**src/rtl/clk_div_n.sv**
```systemverilog
// Programmable divide-by-N clock generator with a start-of-period tick and a stop/start control
// that takes effect only on period boundaries, so out_clk never has a shortened pulse.
module clk_div_n #(
    parameter int CNT_W = 8
) (
    input  logic             in_clk,
    input  logic             reset,
    input  logic [CNT_W-1:0] div_ratio,
    input  logic             enable,
    output logic             out_clk,
    output logic             out_tick,
    output logic             running
);

    typedef enum logic [0:0] {
        IDLE = 1'b0,
        RUN  = 1'b1
    } state_t;

    state_t           state_r;
    logic [CNT_W-1:0] cnt_r;
    logic [CNT_W-1:0] ratio_act_r;
    logic [CNT_W-1:0] ratio_clamped_s;
    logic [CNT_W-1:0] high_len_s;
    logic [CNT_W-1:0] cnt_inc_s;
    logic             period_last_s;

    // Clamp the requested ratio and derive the per-period compare values
    always_comb begin
        ratio_clamped_s = div_ratio;
        if (div_ratio < CNT_W'(2)) begin
            ratio_clamped_s = CNT_W'(2);
        end else begin
            ratio_clamped_s = div_ratio;
        end
        high_len_s    = ratio_act_r >> 1;
        cnt_inc_s     = cnt_r + CNT_W'(1);
        period_last_s = (cnt_r == (ratio_act_r - CNT_W'(1)));
    end

    // Period FSM; the ratio and enable are only sampled when a period begins or ends
    always_ff @(posedge in_clk or posedge reset) begin
        if (reset) begin
            state_r     <= IDLE;
            cnt_r       <= '0;
            ratio_act_r <= CNT_W'(2);
            out_clk     <= 1'b0;
            out_tick    <= 1'b0;
            running     <= 1'b0;
        end else begin
            case (state_r)
                IDLE: begin
                    if (enable) begin
                        state_r     <= RUN;
                        cnt_r       <= '0;
                        ratio_act_r <= ratio_clamped_s;
                        out_clk     <= 1'b1;
                        out_tick    <= 1'b1;
                        running     <= 1'b1;
                    end else begin
                        state_r     <= IDLE;
                        cnt_r       <= '0;
                        out_clk     <= 1'b0;
                        out_tick    <= 1'b0;
                        running     <= 1'b0;
                    end
                end
                RUN: begin
                    if (!period_last_s) begin
                        cnt_r    <= cnt_inc_s;
                        out_clk  <= (cnt_inc_s < high_len_s);
                        out_tick <= 1'b0;
                    end else if (enable) begin
                        // Back-to-back restart keeps the output gapless
                        cnt_r       <= '0;
                        ratio_act_r <= ratio_clamped_s;
                        out_clk     <= 1'b1;
                        out_tick    <= 1'b1;
                        running     <= 1'b1;
                    end else begin
                        state_r  <= IDLE;
                        cnt_r    <= '0;
                        out_clk  <= 1'b0;
                        out_tick <= 1'b0;
                        running  <= 1'b0;
                    end
                end
                default: begin
                    state_r  <= IDLE;
                    cnt_r    <= '0;
                    out_clk  <= 1'b0;
                    out_tick <= 1'b0;
                    running  <= 1'b0;
                end
            endcase
        end
    end

endmodule
```
**config.mk**
```make
export PLATFORM = sky130hd
export DESIGN_NAME = clk_div_n
export DESIGN_NICKNAME = d
export VERILOG_FILES = /design/src/rtl/clk_div_n.sv
export SDC_FILE = /design/constraint.sdc
export NUM_CORES = 1
export LEC_CHECK = 0
export CAP_MARGIN = 5
export CORE_AREA = 2 2 51 58
export CTS_BUF_LIST = sky130_fd_sc_hd__clkbuf_8
export DETAILED_ROUTE_END_ITERATION = 10
export DIE_AREA = 0 0 53 60
export HOLD_SLACK_MARGIN = 0.08
export PLACE_DENSITY = 0.73
export SLEW_MARGIN = 20
export SYNTH_ARGS = -nofsm -noshare
export SYNTH_HDL_FRONTEND = slang
export SYNTH_SLANG_ARGS = --single-unit
```
**constraint.sdc**
```tcl
create_clock -name in_clk -period 2.1 [get_ports in_clk]
set_clock_uncertainty 0.05 [all_clocks]
set_input_delay 0.42 -clock in_clk [delete_from_list [all_inputs] [get_ports in_clk]]
set_output_delay 0.42 -clock in_clk [all_outputs]
set_load 0.02 [all_outputs]
```
# Yosys cells after proc, flatten, opt, wreduce, memory -nomap -nowiden
# Cells that the tools add are included.
# totals
ff_bits	20
out_inout_bits	3
input_bits	11
elab_cells	28
# op_classes
eq_ne	2
n_mux	15
addsub	2
magnitude_cmp	2
bitwise_logic	1
# ops
cell	n
8-bit two-way mux	4
8-bit one-hot mux with 2 select lines	2
8-bit by 1-bit adder with 8-bit output (second input constant)	1
8-bit == test	1
8-bit by 2-bit less-than comparator with 1-bit output (second input constant)	1
8-bit by 7-bit less-than comparator with 1-bit output	1
1-bit one-hot mux with 2 select lines	4
8-bit by 1-bit subtractor with 8-bit output (second input constant)	1
1-bit two-way mux	5
2-bit by 1-bit inequality test with 1-bit output (second input constant)	1
1-bit inverter	1

# Depth between registers and ports, before layout
# Gate-level depths: netlist (run 1).
# logic_depth
word_depth	5
ltp_mapped	9
mapped_depth_nobuf	8

# Least setup slack after synthesis (run 1)
# Ideal clock, no wire load.
# synth_path
path_kind	register -> register
startpoint	reg ratio_act_r[1]
endpoint	reg ratio_act_r[2]
t_required_ps	1925
arrival_time_ps	2101
setup_time_ps	125
synth_period_minus_slack_ps	2276
path_slack_ps	-176
stages_incl_launch_ff	10
n_path_buf	1
path_cell_list	dfstp_2 inv_1 ha_1 and2_1 a211o_1 a31oi_1 o31ai_1 o311ai_1 buf_6 mux2_4
# synth_via
elab_chain_len	3
# synth_lines
element	line_no	text
from (decl)	22	logic [CNT_W-1:0] ratio_act_r;
from (signal assigned)	56	ratio_act_r <= ratio_clamped_s;
from (signal assigned)	76	ratio_act_r <= ratio_clamped_s;
8-bit by 1-bit subtractor with 8-bit output	38	period_last_s = (cnt_r == (ratio_act_r - CNT_W'(1)));
8-bit == test	38	
2-bit by 1-bit inequality test with 1-bit output (no source line)	-	
# No other way between the ends.
# A chain may end at the register's enable or synchronous reset.

# Final worst setup path (run 1)
# layout_path
startpoint	reg ratio_act_r[1]
endpoint	reg ratio_act_r[6]
# The elaborated chain is that of the path after synthesis.

==> results of run 1 <==
==> per-stage QoR <==
stage	setup WS, ns	hold WS, ns	total power [mW]	cell area [um2]	instances
after floorplan	-0.0819	0.333	1.62	1270	125
after global placement	-0.179	0.423	2.11	1600	191
after detailed placement	-0.279	0.442	2.18	1600	191
after CTS	-0.144	0.444	2.64	1750	197
after global routing	-0.271	0.481	3.14	1860	198
final	-0.199	0.435	2.94	1860	198
==> flip-flops by register name (all words and copies together), names as in the netlist <==
signal,cells
state_r,1
out_clk,1
cnt_r,8
running,1
out_tick,1
ratio_act_r,8
==> synth_stat cells <==
| master | n | area share [%] |
|---|---|---|
| o41ai_1 | 1 | 0.70 |
| o21bai_1 | 1 | 0.60 |
| nand3_1 | 5 | 2.0 |
| nor3b_1 | 6 | 3.6 |
| a211o_1 | 1 | 0.70 |
| mux2_2 | 1 | 0.90 |
| clkbuf_1 | 2 | 0.60 |
| a31oi_1 | 1 | 0.50 |
| xnor2_1 | 9 | 6.3 |
| o2111ai_1 | 1 | 0.70 |
| nand2_1 | 4 | 1.2 |
| and2_1 | 1 | 0.50 |
| nor3_1 | 6 | 2.4 |
| nand4_1 | 3 | 1.5 |
| nand4b_1 | 1 | 0.70 |
| and3_1 | 1 | 0.50 |
| nor4_1 | 1 | 0.50 |
| xor2_1 | 6 | 4.2 |
| dfrtp_1 | 19 | 38 |
| nand2b_1 | 3 | 1.5 |
| o21ai_0 | 4 | 1.6 |
| nor2_1 | 6 | 1.8 |
| o311ai_1 | 1 | 0.70 |
| o21a_1 | 1 | 0.60 |
| mux2i_1 | 2 | 1.6 |
| buf_2 | 1 | 0.40 |
| a21oi_1 | 4 | 1.6 |
| ha_1 | 8 | 8.0 |
| a21o_1 | 1 | 0.60 |
| a21boi_0 | 1 | 0.60 |
| inv_1 | 12 | 3.6 |
| mux2_4 | 5 | 6.0 |
| nor4b_1 | 1 | 0.70 |
| dfstp_2 | 1 | 2.1 |
| o211ai_1 | 1 | 0.60 |
| buf_6 | 1 | 0.90 |
| o31ai_1 | 2 | 1.2 |
==> worst max-delay path by stage <==
stage | startpoint | end | slack, ns
6_report | ratio_act_r[1] | ratio_act_r[6] | -0.20
5_1_grt | ratio_act_r[1] | ratio_act_r[6] | -0.27
4_1_cts | ratio_act_r[1] | ratio_act_r[3] | -0.14
3_5_place_dp | ratio_act_r[1] | ratio_act_r[7] | -0.28
3_3_place_gp | ratio_act_r[1] | ratio_act_r[2] | -0.18
2_1_floorplan | ratio_act_r[1] | ratio_act_r[2] | -0.08
==> critical path: stages, from the launching register on <==
cell and delay, ns:
dfstp_2 0.57, inv_2 0.06, ha_4 0.17, xnor2_1 0.14, nand3_1 0.13, nor3_2 0.08
o311ai_4 0.56, mux2_2 0.41
==> per-layer routing <==
metal	global-route usage (%)	up-vias
li1	-	524
met2	42.9	22
met4	13.9	0
met1	25.0	555
met5	0	-
met3	3.25	13
==> logic make-up after synthesis <==
group / after synthesis
AOI/OAI and AO/OA: 20
buffers and inverters: 16
muxes: 8
DFF: 20
and+or+nand+nor: 38
adders and majority gates: 8
xor gates and xnor gates: 15
==> where the power goes <==
part,switching (mW),leakage [nW],internal (mW)
logic,0.936,0.587,1.02
clock network,0.133,0.0269,0.131
registers,0.166,0.242,0.557
total,1.23,0.856,1.71
==> area by class of cell <==
type	count	area (um2)
Multi-Input combinational cell	89	877
Fill cell	179	769
Sequential cell	20	502
Timing Repair Buffer	40	348
Inverter	12	45.0
Clock buffer	3	41.3
Tap cell	33	41.3
Clock inverter	1	3.75
==> what timing repair did <==
item / 4_1_cts / 5_1_grt
pin swaps: 9 / 4
cloned: 0 / 0
endpoints found under the setup margin: 13 / 19
setup buffers: 2 / 1
resized for setup: 17 / 17
hold buffers: 0 / 0
==> impl_metrics.toml, run 1 <==
[logic_synthesis]
syn_area_um2 = 1250
syn_inst = 125
ys_seq_elements = 20
synth_top_family_by_area = "simple AND/OR/NAND/NOR gates"
yosysUniqueCellTypes = 37
syn_nets = 144
ys_seq_area_share_pct = 40.0
syn_area_per_cell_um2 = 10.0
synth_compound_area_share_pct = 10.7
synthSimpleGateAreaFrac_pct = 16.9
yosysWarnings = 0
synth_xor_area_share_pct = 10.5
synthMuxAreaShare_pct = 8.48
synth_fa_ha_area_share_pct = 7.98

[floorplanning]
dieArea_um2 = 3180
core_area_um2 = 2630
die_w_um = 53
num_io_pins = 14
die_y_um = 60
rows = 20
initial_utilization_pct = 47.7

[hold_path]
hold_path_class = "in2async"

[job]
drv_cap = 0

[global_routing]
grt_max_degree = 21
grt_pass1_wl_mm = 5.26
antenna_found_initial = 0
grt_overflow = 0
grtUsageTotal_pct = 23.4
grt_pass1_vias = 1170

[sta]
worstMarginPinSlew_ns = 0.634
rsz0062_at_grt = "yes"
period_share_pct = 109
fin_crit_ns = 2.30
fin_tns_setup_ns = -2.13
max_slew_margin_pct = 57.6
final_max_slew_viol_count = 0
worst_slack_ns = -0.199
setup_violations = 19
fmax_ghz = 0.435
finalHoldViolCount = 0

[routing]
drtAntennaViolNets = 0
wl_met3_um = 90
routed_wl_mm = 3.45
top_layer = "met4"
vias = 1114
first_pass_iters = 4
drtIter0Drc = 18
route.met2.wl_mm = 1.84
via_per_inst = 5.63
wl_per_cell_um = 17.4
drc = 0
m1WireLength_mm = 1.41

[cells_and_area]
antenna_cells = 0
area_delta_synth_final_pct = 48.2
final_core_util_pct = 70.7
nets = 185
layout_common_cells = "buf_4, dfrtp_1, clkdlybuf4s50_1"
drive_gt1_share_pct = 37.0
final_common_cell = "buf_4"

[clock_network]
clkSlewWorstSetupHoldPaths_ns = 0.08
cts_sinks = 20
cts_made_buffers = 3
clock_latency_ns = 0.26
clockBufferDepth = 2
cts_root_buffer = "clkbuf_8"
cts_htree_levels = 1
cts_tree = "yes"

[setup_path]
path_max_fanout = 8
timing.rr.start = "ratio_act_r[1]"
crit_path_end_kind = "flop"
cp.arrival_ns = 2.40
reg2reg_depth = 7
cp.required_ns = 2.20
worst-r2r-setup-slack_ns = -0.20
r2r-end = "ratio_act_r[6]"
startpoint_type = "flop"
path_class = "reg2reg"

[placed_design]
gp_congestion = 0.926
io_buffer_count = 13
hpwl_mm = 2.36

[power_and_ir_drop]
p_per_area_nw_per_um2 = 1580
peakVddDrop_mv = 0.991
leakagePower_nw = 0.856

[run_status]
violations = "setup timing"
status = "complete, but fails checks"
Note: power is estimated with default switching activity, not from simulation.
==> run 2, diff against run 1 <==
Settings changed: CORE_AREA 2 2 51 58 to 2 2 54 61, DIE_AREA 0 0 53 60 to 0 0 56 63, PLACE_DENSITY 0.73 to 0.66.
==> run 2 against run 1 <==
Effect of this change: clock power shrank 2%; sequential share of layout area shrank 1.4 points; highest routed layer unchanged; the flow still finishes with violations (setup timing); largest power group unchanged; worst hold slack lost 0.066 ns; critical path type unchanged.
==> impl_metrics.toml, run 2 (synthesized netlist as in run 1, its figures left out) <==
[power_and_ir_drop]
peakVddDrop_mv = 0.901
p_per_area_nw_per_um2 = 1570
leakagePower_nw = 0.919

[placed_design]
pre_cts_ws_ns = -0.343
hpwl_mm = 2.25
gp_congestion = 0.916
io_buffer_count = 13
dpl_cell_area_um2 = 1600

[routing]
drtAntennaViolNets = 0
wl_per_cell_um = 17.4
drtIter0Drc = 73
routed_wl_mm = 3.70
drc = 0
first_pass_iters = 4
vias = 1144
via_per_inst = 5.40

[run_status]
status = "complete, but fails checks"
violations = "setup timing"

[cells_and_area]
nets = 198
layout_common_cells = "buf_4, dfrtp_1, clkdlybuf4s50_1"
fillers = 213
final_common_cell = "buf_4"
antenna_cells = 0
top_regs = "cnt_r (8), ratio_act_r (8)"
design_area_um2 = 1970
multiInputGateArea_um2 = 898
seq_area_um2 = 504
area_delta_synth_final_pct = 57.1
drive_gt1_share_pct = 42.7

[setup_path]
startpoint_type = "flop"
crit_path_end_kind = "flop"
cp.arrival_ns = 2.42
path_max_fanout = 5
path_class = "reg2reg"
cp.required_ns = 2.20

[floorplanning]
rows = 21
dieArea_um2 = 3530
die_y_um = 63
num_io_pins = 14
core_area_um2 = 2940
initial_utilization_pct = 42.6
die_w_um = 56

[clock_network]
holdBufCountCts = 0
cts_htree_levels = 1
cts_root_buffer = "clkbuf_8"
clock_latency_ns = 0.26
cts_made_buffers = 3
clkSlewWorstSetupHoldPaths_ns = 0.07
clockBufferDepth = 2
cts_sinks = 20
cts_tree = "yes"

[sta]
finalHoldViolCount = 0
setup_violations = 19
worstMarginPinSlew_ns = 0.548
rsz0062_at_grt = "yes"
worst_slack_ns = -0.218
period_share_pct = 110
fin_crit_ns = 2.32
max_slew_margin_pct = 63.3
final_max_slew_viol_count = 0
fmax_ghz = 0.431

[global_routing]
grt_overflow = 0
grt_max_degree = 13
grt_pass1_vias = 1236
antenna_found_initial = 0
grt_pass1_wl_mm = 5.64
grtUsageTotal_pct = 20.3

[hold_path]
hold_path_class = "in2async"

[job]
drv_cap = 0
run 2: power by group:
part,internal [mW],switching (mW)
combinational,1.09,1.02
clock,0.130,0.128
sequential,0.561,0.160
run 2: timing repair:
action,in CTS,in global routing
gates cloned,1,1
endpoints found under the setup margin,18,19
gates resized for setup,12,25
pin swaps,5,7
setup buffers,4,12
run 2: final timing paths:
check                           slack (ns)  depth (start not counted)        endpoint           start
worst min-delay path                  0.37                          2         running           reset
max in group asynchronous             1.13                          3        cnt_r[7]           reset
worst max register to register       -0.22                          8  ratio_act_r[4]  ratio_act_r[1]
min in group in_clk                   0.44                          1        cnt_r[0]        cnt_r[0]
worst min register to register        0.44                          1        cnt_r[0]        cnt_r[0]
worst max-delay path                 -0.22                          8  ratio_act_r[4]  ratio_act_r[1]
run 2: worst max-delay path, stage by stage (launching register included):
cell,delay (ns)
dfstp_2,0.55
inv_2,0.05
ha_4,0.18
and2_4,0.16
o21ai_4,0.15
a31oi_4,0.12
o31ai_4,0.37
o311ai_4,0.24
mux2_4,0.34
run 2: per-layer routing:
metal / track usage, % / share of wire, %
met4: 9.23 / 2.8
met2: 34.7 / 53
met3: 3.31 / 3.1
met5: 0 / 0
met1: 24.6 / 41
run 2: cell type report:
class,instances,area share [%]
clock buffer,3,2.10
clock inverter,1,0.191
inverter,12,2.29
multi-input combinational,90,45.6
sequential,20,25.6
tap,34,2.16
timing repair buffer,52,22.0
run 2: metrics by stage:
stage | hold WS (ns) | TNS (ns) | total power [mW] | utilization [%] | std cells
after global placement | 0.490 | -2.07 | 2.08 | 54.3 | 191
after floorplan | 0.333 | -0.410 | 1.62 | - | 125
final | 0.369 | -2.30 | 3.09 | 66.9 | 212
after CTS | 0.382 | -0.819 | 2.57 | 59.6 | 200
after global routing | 0.409 | -3.55 | 3.31 | 66.9 | 212
after detailed placement | 0.468 | -3.26 | 2.13 | 54.3 | 191
==> run 3, diff against run 2 <==
Settings changed: HOLD_SLACK_MARGIN 0.08 to 0.12.
==> results of run 3 <==
Final layout, timing and power as in run 2 (identical DEF).
